===== src/rtl/mult_iter_if.sv =====
// Handshake and data bundle for the iterative multiplier.
// Latency: none; this interface only carries signals.
// Backpressure: the slave ignores start while busy is high; the master watches busy and done.
// Ports (slave view): start, signed_mode, a, b in; product, busy, done out.
interface mult_iter_if #(
  parameter int N = 16
);
  logic           start;
  logic           signed_mode;
  logic [N-1:0]   a;
  logic [N-1:0]   b;
  logic [2*N-1:0] product;
  logic           busy;
  logic           done;

  modport master (
    output start, signed_mode, a, b,
    input  product, busy, done
  );

  modport slave (
    input  start, signed_mode, a, b,
    output product, busy, done
  );
endinterface


===== src/rtl/mult_iter.sv =====
// Iterative N x N multiplier, unsigned or signed per operation, retiring K multiplier bits per cycle.
// Latency: done pulses N/K cycles after the accepting start edge; throughput is one result per N/K+1 cycles.
// Backpressure: start is sampled only while idle; a start seen while busy is dropped, not queued.
// Ports: clk, reset_n (async active-low); bus (mult_iter_if.slave): start, signed_mode, a, b -> product, busy, done.
module mult_iter #(
  parameter int N = 16,
  parameter int K = 2
) (
  input  logic       clk,
  input  logic       reset_n,
  mult_iter_if.slave bus
);

  localparam int DIGITS = N / K;
  localparam int CW     = (DIGITS > 1) ? $clog2(DIGITS) : 1;
  localparam logic [CW-1:0] LAST = CW'(DIGITS - 1);

  if (N < 2) begin : g_bad_n
    $error("mult_iter: N must be at least 2");
  end
  if (K < 1 || (N % K) != 0) begin : g_bad_k
    $error("mult_iter: K must divide N");
  end

  typedef enum logic {
    IDLE = 1'b0,
    RUN  = 1'b1
  } state_t;

  state_t         state;
  state_t         state_nxt;
  logic           load;
  logic           step;
  logic           finish;

  // The multiplicand is kept pre-shifted so each digit's weight is applied
  // by a fixed shift per cycle instead of a cnt-dependent barrel shifter.
  logic [2*N-1:0] mcand_sh;
  logic [N-1:0]   mplier;
  logic [CW-1:0]  cnt;
  logic           neg;
  logic [2*N-1:0] acc;
  logic [2*N-1:0] partial;
  logic [2*N-1:0] acc_sum;
  logic [2*N-1:0] product_q;
  logic           done_q;
  logic [N-1:0]   a_mag;
  logic [N-1:0]   b_mag;

  // Magnitudes in N-bit unsigned: -2^(N-1) negates to itself, which reads
  // correctly as +2^(N-1) when treated as unsigned.
  assign a_mag = (bus.signed_mode && bus.a[N-1]) ? -bus.a : bus.a;
  assign b_mag = (bus.signed_mode && bus.b[N-1]) ? -bus.b : bus.b;

  always_comb begin
    state_nxt = state;
    load      = 1'b0;
    step      = 1'b0;
    finish    = 1'b0;
    case (state)
      IDLE: begin
        if (bus.start) begin
          load      = 1'b1;
          state_nxt = RUN;
        end
      end
      RUN: begin
        step = 1'b1;
        if (cnt == LAST) begin
          finish    = 1'b1;
          state_nxt = IDLE;
        end
      end
      default: state_nxt = IDLE;
    endcase
  end

  // One K-bit digit times the multiplicand, as a sum of shifted copies.
  always_comb begin
    partial = '0;
    for (int i = 0; i < K; i++) begin
      if (mplier[i]) begin
        partial = partial + (mcand_sh << i);
      end
    end
  end

  assign acc_sum = acc + partial;

  always_ff @(posedge clk or negedge reset_n) begin
    if (!reset_n) begin
      state     <= IDLE;
      mcand_sh  <= '0;
      mplier    <= '0;
      cnt       <= '0;
      neg       <= 1'b0;
      acc       <= '0;
      product_q <= '0;
      done_q    <= 1'b0;
    end else begin
      state  <= state_nxt;
      done_q <= finish;
      if (load) begin
        mcand_sh <= {{N{1'b0}}, a_mag};
        mplier   <= b_mag;
        neg      <= bus.signed_mode & (bus.a[N-1] ^ bus.b[N-1]);
        acc      <= '0;
        cnt      <= '0;
      end else if (step) begin
        acc      <= acc_sum;
        mcand_sh <= mcand_sh << K;
        mplier   <= mplier >> K;
        cnt      <= cnt + CW'(1);
        // product only moves here, so the running sum never leaks out.
        if (finish) begin
          product_q <= neg ? -acc_sum : acc_sum;
        end
      end
    end
  end

  assign bus.busy    = (state == RUN);
  assign bus.done    = done_q;
  assign bus.product = product_q;

endmodule

===== src/flat_wrapper.sv =====
// flat-port wrapper written by rule: the top's interface ports become plain ports
module mult_iter_flat 
#(
  parameter int N = 16,
  parameter int K = 2
)
  (clk, reset_n, bus_start, bus_signed_mode, bus_a, bus_b, bus_product, bus_busy, bus_done);
  mult_iter_if #(.N(N)) bus_i ();
  input  logic clk;
  input  logic reset_n;
  input wire logic [$bits(bus_i.start)-1:0] bus_start;
  input wire logic [$bits(bus_i.signed_mode)-1:0] bus_signed_mode;
  input wire logic [$bits(bus_i.a)-1:0] bus_a;
  input wire logic [$bits(bus_i.b)-1:0] bus_b;
  output wire logic [$bits(bus_i.product)-1:0] bus_product;
  output wire logic [$bits(bus_i.busy)-1:0] bus_busy;
  output wire logic [$bits(bus_i.done)-1:0] bus_done;
  assign bus_i.start = bus_start;
  assign bus_i.signed_mode = bus_signed_mode;
  assign bus_i.a = bus_a;
  assign bus_i.b = bus_b;
  assign bus_product = bus_i.product;
  assign bus_busy = bus_i.busy;
  assign bus_done = bus_i.done;
  mult_iter #(.N(N), .K(K)) u_core (.clk(clk), .reset_n(reset_n), .bus(bus_i));
endmodule

===== config.mk =====
export PLATFORM = sky130hd
export DESIGN_NAME = mult_iter_flat
export DESIGN_NICKNAME = d
export VERILOG_FILES = /design/src/rtl/mult_iter_if.sv /design/src/rtl/mult_iter.sv /design/src/flat_wrapper.sv
export SDC_FILE = /design/constraint.sdc
export NUM_CORES = 1
export LEC_CHECK = 0
export ABC_AREA = 1
export ABC_CLOCK_PERIOD_IN_PS = 4400
export CAP_MARGIN = 0
export CORE_UTILIZATION = 56
export CTS_CLUSTER_DIAMETER = 150
export DETAILED_ROUTE_END_ITERATION = 8
export HOLD_SLACK_MARGIN = 0.12
export PLACE_DENSITY = 0.79
export SYNTH_ARGS = -nofsm -noshare
export SYNTH_HDL_FRONTEND = slang
export SYNTH_SLANG_ARGS = --single-unit

===== constraint.sdc =====
create_clock -name clk -period 4.4 [get_ports clk]
set_clock_uncertainty 0.2 [all_clocks]
set_input_delay 1.1 -clock clk [delete_from_list [all_inputs] [get_ports clk]]
set_output_delay 1.1 -clock clk [all_outputs]
set_load 0.01 [all_outputs]

==> flow_metrics.env <==
export IMPL_synth_xor_area_frac=0.0417
export IMPL_end_kind="flip-flop"
export IMPL_hold_start="u_core.bus.product[28]"
export IMPL_leakage_nw=8.37
export IMPL_synth_compound_area_frac=0.147
export IMPL_synthDistinctLibCells=49
export IMPL_worstPathMaxFanout=8
export IMPL_die_w_um=143
export IMPL_fin_crit_sh=1.11
export IMPL_grt_remaining_overflow=0
export IMPL_dieArea_mm2=0.0205
export IMPL_ys_seq_area_frac=0.264
export IMPL_die_h_um=143
export IMPL_synthCells=1823
export IMPL_vias=14000
export IMPL_routed_via_density=5.68
export IMPL_final_util=0.846
export IMPL_irDropWorstVdd_mv=0.439
export IMPL_setup_ws_ns=-0.487
export IMPL_path_class="reg2reg"
export IMPL_synth_adder_area_share=0.0663
export IMPL_postCtsHoldBufs=0
export IMPL_dp_hpwl_um=27000
export IMPL_diodes=0
export IMPL_final_area_mm2=0.0165
export IMPL_cts_sinks=118
export IMPL_drv_slew=0
export IMPL_cts_made_buffers=17
export IMPL_synth_top_family_by_area="simple AND/OR/NAND/NOR gates"
export IMPL_synth_seq_cells=118
export IMPL_yosys_warnings=0
export IMPL_synth_area_per_cell_um2=6.13
export IMPL_antenna_left=0
export IMPL_clockBufferDepth=2
export IMPL_crit_top_cell="nand2_1"
export IMPL_clock_latency_ns=0.43
export IMPL_nets=2288
export IMPL_synthMuxAreaShare=0
export IMPL_start_util=0.572
export IMPL_final_hold_viol_count=0
export IMPL_grt_max_degree=78
export IMPL_worst_pin_slew_ns=0.808
export IMPL_fmax_mhz=205
export IMPL_status="finished, violations left"
export IMPL_syn_to_final_growth_pct=47.9
export IMPL_drive_gt1_frac=0.326
export IMPL_layout_common_cells="nand2_1, buf_4, inv_1"
export IMPL_layout_commonest_cell="nand2_1"
export IMPL_cts_clk_slew_worst_paths_ns=0.07
export IMPL_synth_simple_area_share=0.368
export IMPL_post_drt_wl_per_cell_um=16.8
export IMPL_period_minus_slack_ns=4.89
export IMPL_cts_tree="done"
export IMPL_holdCritPathClass="reg2reg"
export IMPL_crit_arrival_ns=5.00
export IMPL_dp_slack_ns=-0.542
export IMPL_synthesis_area_mm2=0.0112
export IMPL_max_cap_viol_count=0
export IMPL_io_buffers=69
export IMPL_grt_usage=0.376
export IMPL_antenna_found_initial=0
export IMPL_grt_pass1_vias=12900
export IMPL_grt_first_pass_wirelength_um=60400
export IMPL_drc=0
export IMPL_finalSetupViolations=21
export IMPL_cp_required_ns=4.52
export IMPL_dpl_cell_area_mm2=0.0142
export IMPL_coreArea_mm2=0.0195
export IMPL_worstSetupStartpointType="flip-flop"
export IMPL_synthFlopType="dfrtp_1"
export IMPL_critPathMaxStageDelay_ns=0.45
export IMPL_gp_congestion=0.970
export IMPL_violations="setup timing"
export IMPL_cts_root_buf="clkbuf_16"
export IMPL_total_power_mw=12.7
export IMPL_rsz0062_at_grt="yes"
export IMPL_drt_iter0_drc=1427
export IMPL_powerDensity_mw_per_mm2=769
export IMPL_relSlewSlack=0.461
export IMPL_syn_num_nets=1917
export IMPL_post_place_cells=2391
export IMPL_drt_pre_antenna_iters=6
export IMPL_crit_slowest_cell="dfrtp_2"
export IMPL_fin_cells=2472
export IMPL_async_reset_ff_frac=1.00
export IMPL_rows=51
export IMPL_drt_total_wl_um=41500
export IMPL_htreeDepth=4
export IMPL_critPathLaunch="u_core.mplier[0]"
export IMPL_synth_edf_count=0
export IMPL_ios=70
export IMPL_r2r_start="u_core.mplier[0]"
export IMPL_fillers=1243
==> final timing paths <==
path	to	cells after the start	slack, ns
worst max-delay path	u_core.bus.product[27]	35	-0.49
worst min-delay path	u_core.bus.product[28]	2	0.28
worst max register to register	u_core.bus.product[27]	35	-0.49
worst min register to register	u_core.bus.product[28]	2	0.28
max in group asynchronous	u_core.mcand_sh[20]	2	2.72
min in group asynchronous	u_core.bus.product[0]	1	0.46
==> flip-flops by register name, indices dropped and copies added, names as in the netlist <==
| register | flops |
|---|---|
| u_core.bus.busy | 1 |
| u_core.cnt | 3 |
| u_core.mplier | 16 |
| u_core.bus.product | 32 |
| u_core.acc | 32 |
| u_core.bus.done | 1 |
| u_core.mcand_sh | 32 |
| u_core.neg | 1 |
==> metrics by stage <==
step                setup TNS (ns)  hold slack [ns]
floorplan                        0            0.253
global placement             -3.90            0.264
detailed placement           -5.53            0.265
CTS                          -1.12            0.281
global route                -12.56            0.310
finish                       -5.42            0.278
==> per-layer routing <==
| metal | up-vias | GRT usage | share of wire |
|---|---|---|---|
| li1 | 6618 | - | - |
| met5 | - | 0 | 0 |
| met3 | 201 | 0.0449 | 0.071 |
| met4 | 0 | 0.182 | 0.055 |
| met2 | 737 | 0.652 | 0.48 |
| met1 | 6487 | 0.462 | 0.40 |
==> repair_timing <==
action | CTS | global route
endpoints found under the setup margin | 26 | 33
pin swaps | 99 | 92
setup buffers | 27 | 22
gates resized for setup | 251 | 159
==> kinds of logic (layout without fill, tap and decap cells) <==
group | count (synthesis) | in the layout
AO/OA/AOI/OAI | 292 | 292
XOR/XNOR | 48 | 48
adder cells (fa/ha/maj) | 58 | 58
buffers and inverters | 326 | 710
flip-flops | 118 | 118
AND/OR/NAND/NOR | 981 | 981
==> cells in the mapped netlist, types with 8 or more instances <==
cell type / number / area, um2
nand3_1: 122 / 611
xor2_1: 31 / 272
xnor2_1: 11 / 96.3
o22ai_1: 19 / 119
nor2_2: 12 / 75.1
inv_1: 274 / 1030
nand4_1: 28 / 175
a22oi_1: 19 / 143
dfrtp_1: 118 / 2950
a21oi_1: 68 / 340
nor2_1: 155 / 582
or2_2: 8 / 50.1
clkbuf_1: 35 / 131
a31oi_1: 11 / 68.8
o21ai_0: 136 / 681
nor3_1: 14 / 70.1
nand2_2: 11 / 68.8
nand2_1: 601 / 2260
ha_1: 56 / 701
==> critical path: cells and delay by family (launching register included) <==
kind | cells | cell delay (ns)
and+or+nand+nor | 22 | 2.27
AOI/OAI and AO/OA | 6 | 0.80
buffers and inverters | 6 | 0.60
DFF | 1 | 0.45
adders and majority gates | 1 | 0.43
==> where the power goes <==
group	total (mW)	internal (mW)	switching, mW
clock network	1.39	0.807	0.587
logic	9.34	4.09	5.25
registers	1.98	1.57	0.407
total	12.7	6.46	6.24
==> layout make-up <==
type / count / area [um2] / share of cell area
clock buffer: 18 / 439 / 0.0266
clock inverter: 14 / 140 / 0.00848
inverter: 283 / 1060 / 0.0643
multi-input combinational: 1379 / 8390 / 0.508
sequential: 118 / 2950 / 0.179
tap: 265 / 332 / 0.0201
timing repair buffer: 395 / 3210 / 0.194
(Power assumes the default switching activity.)
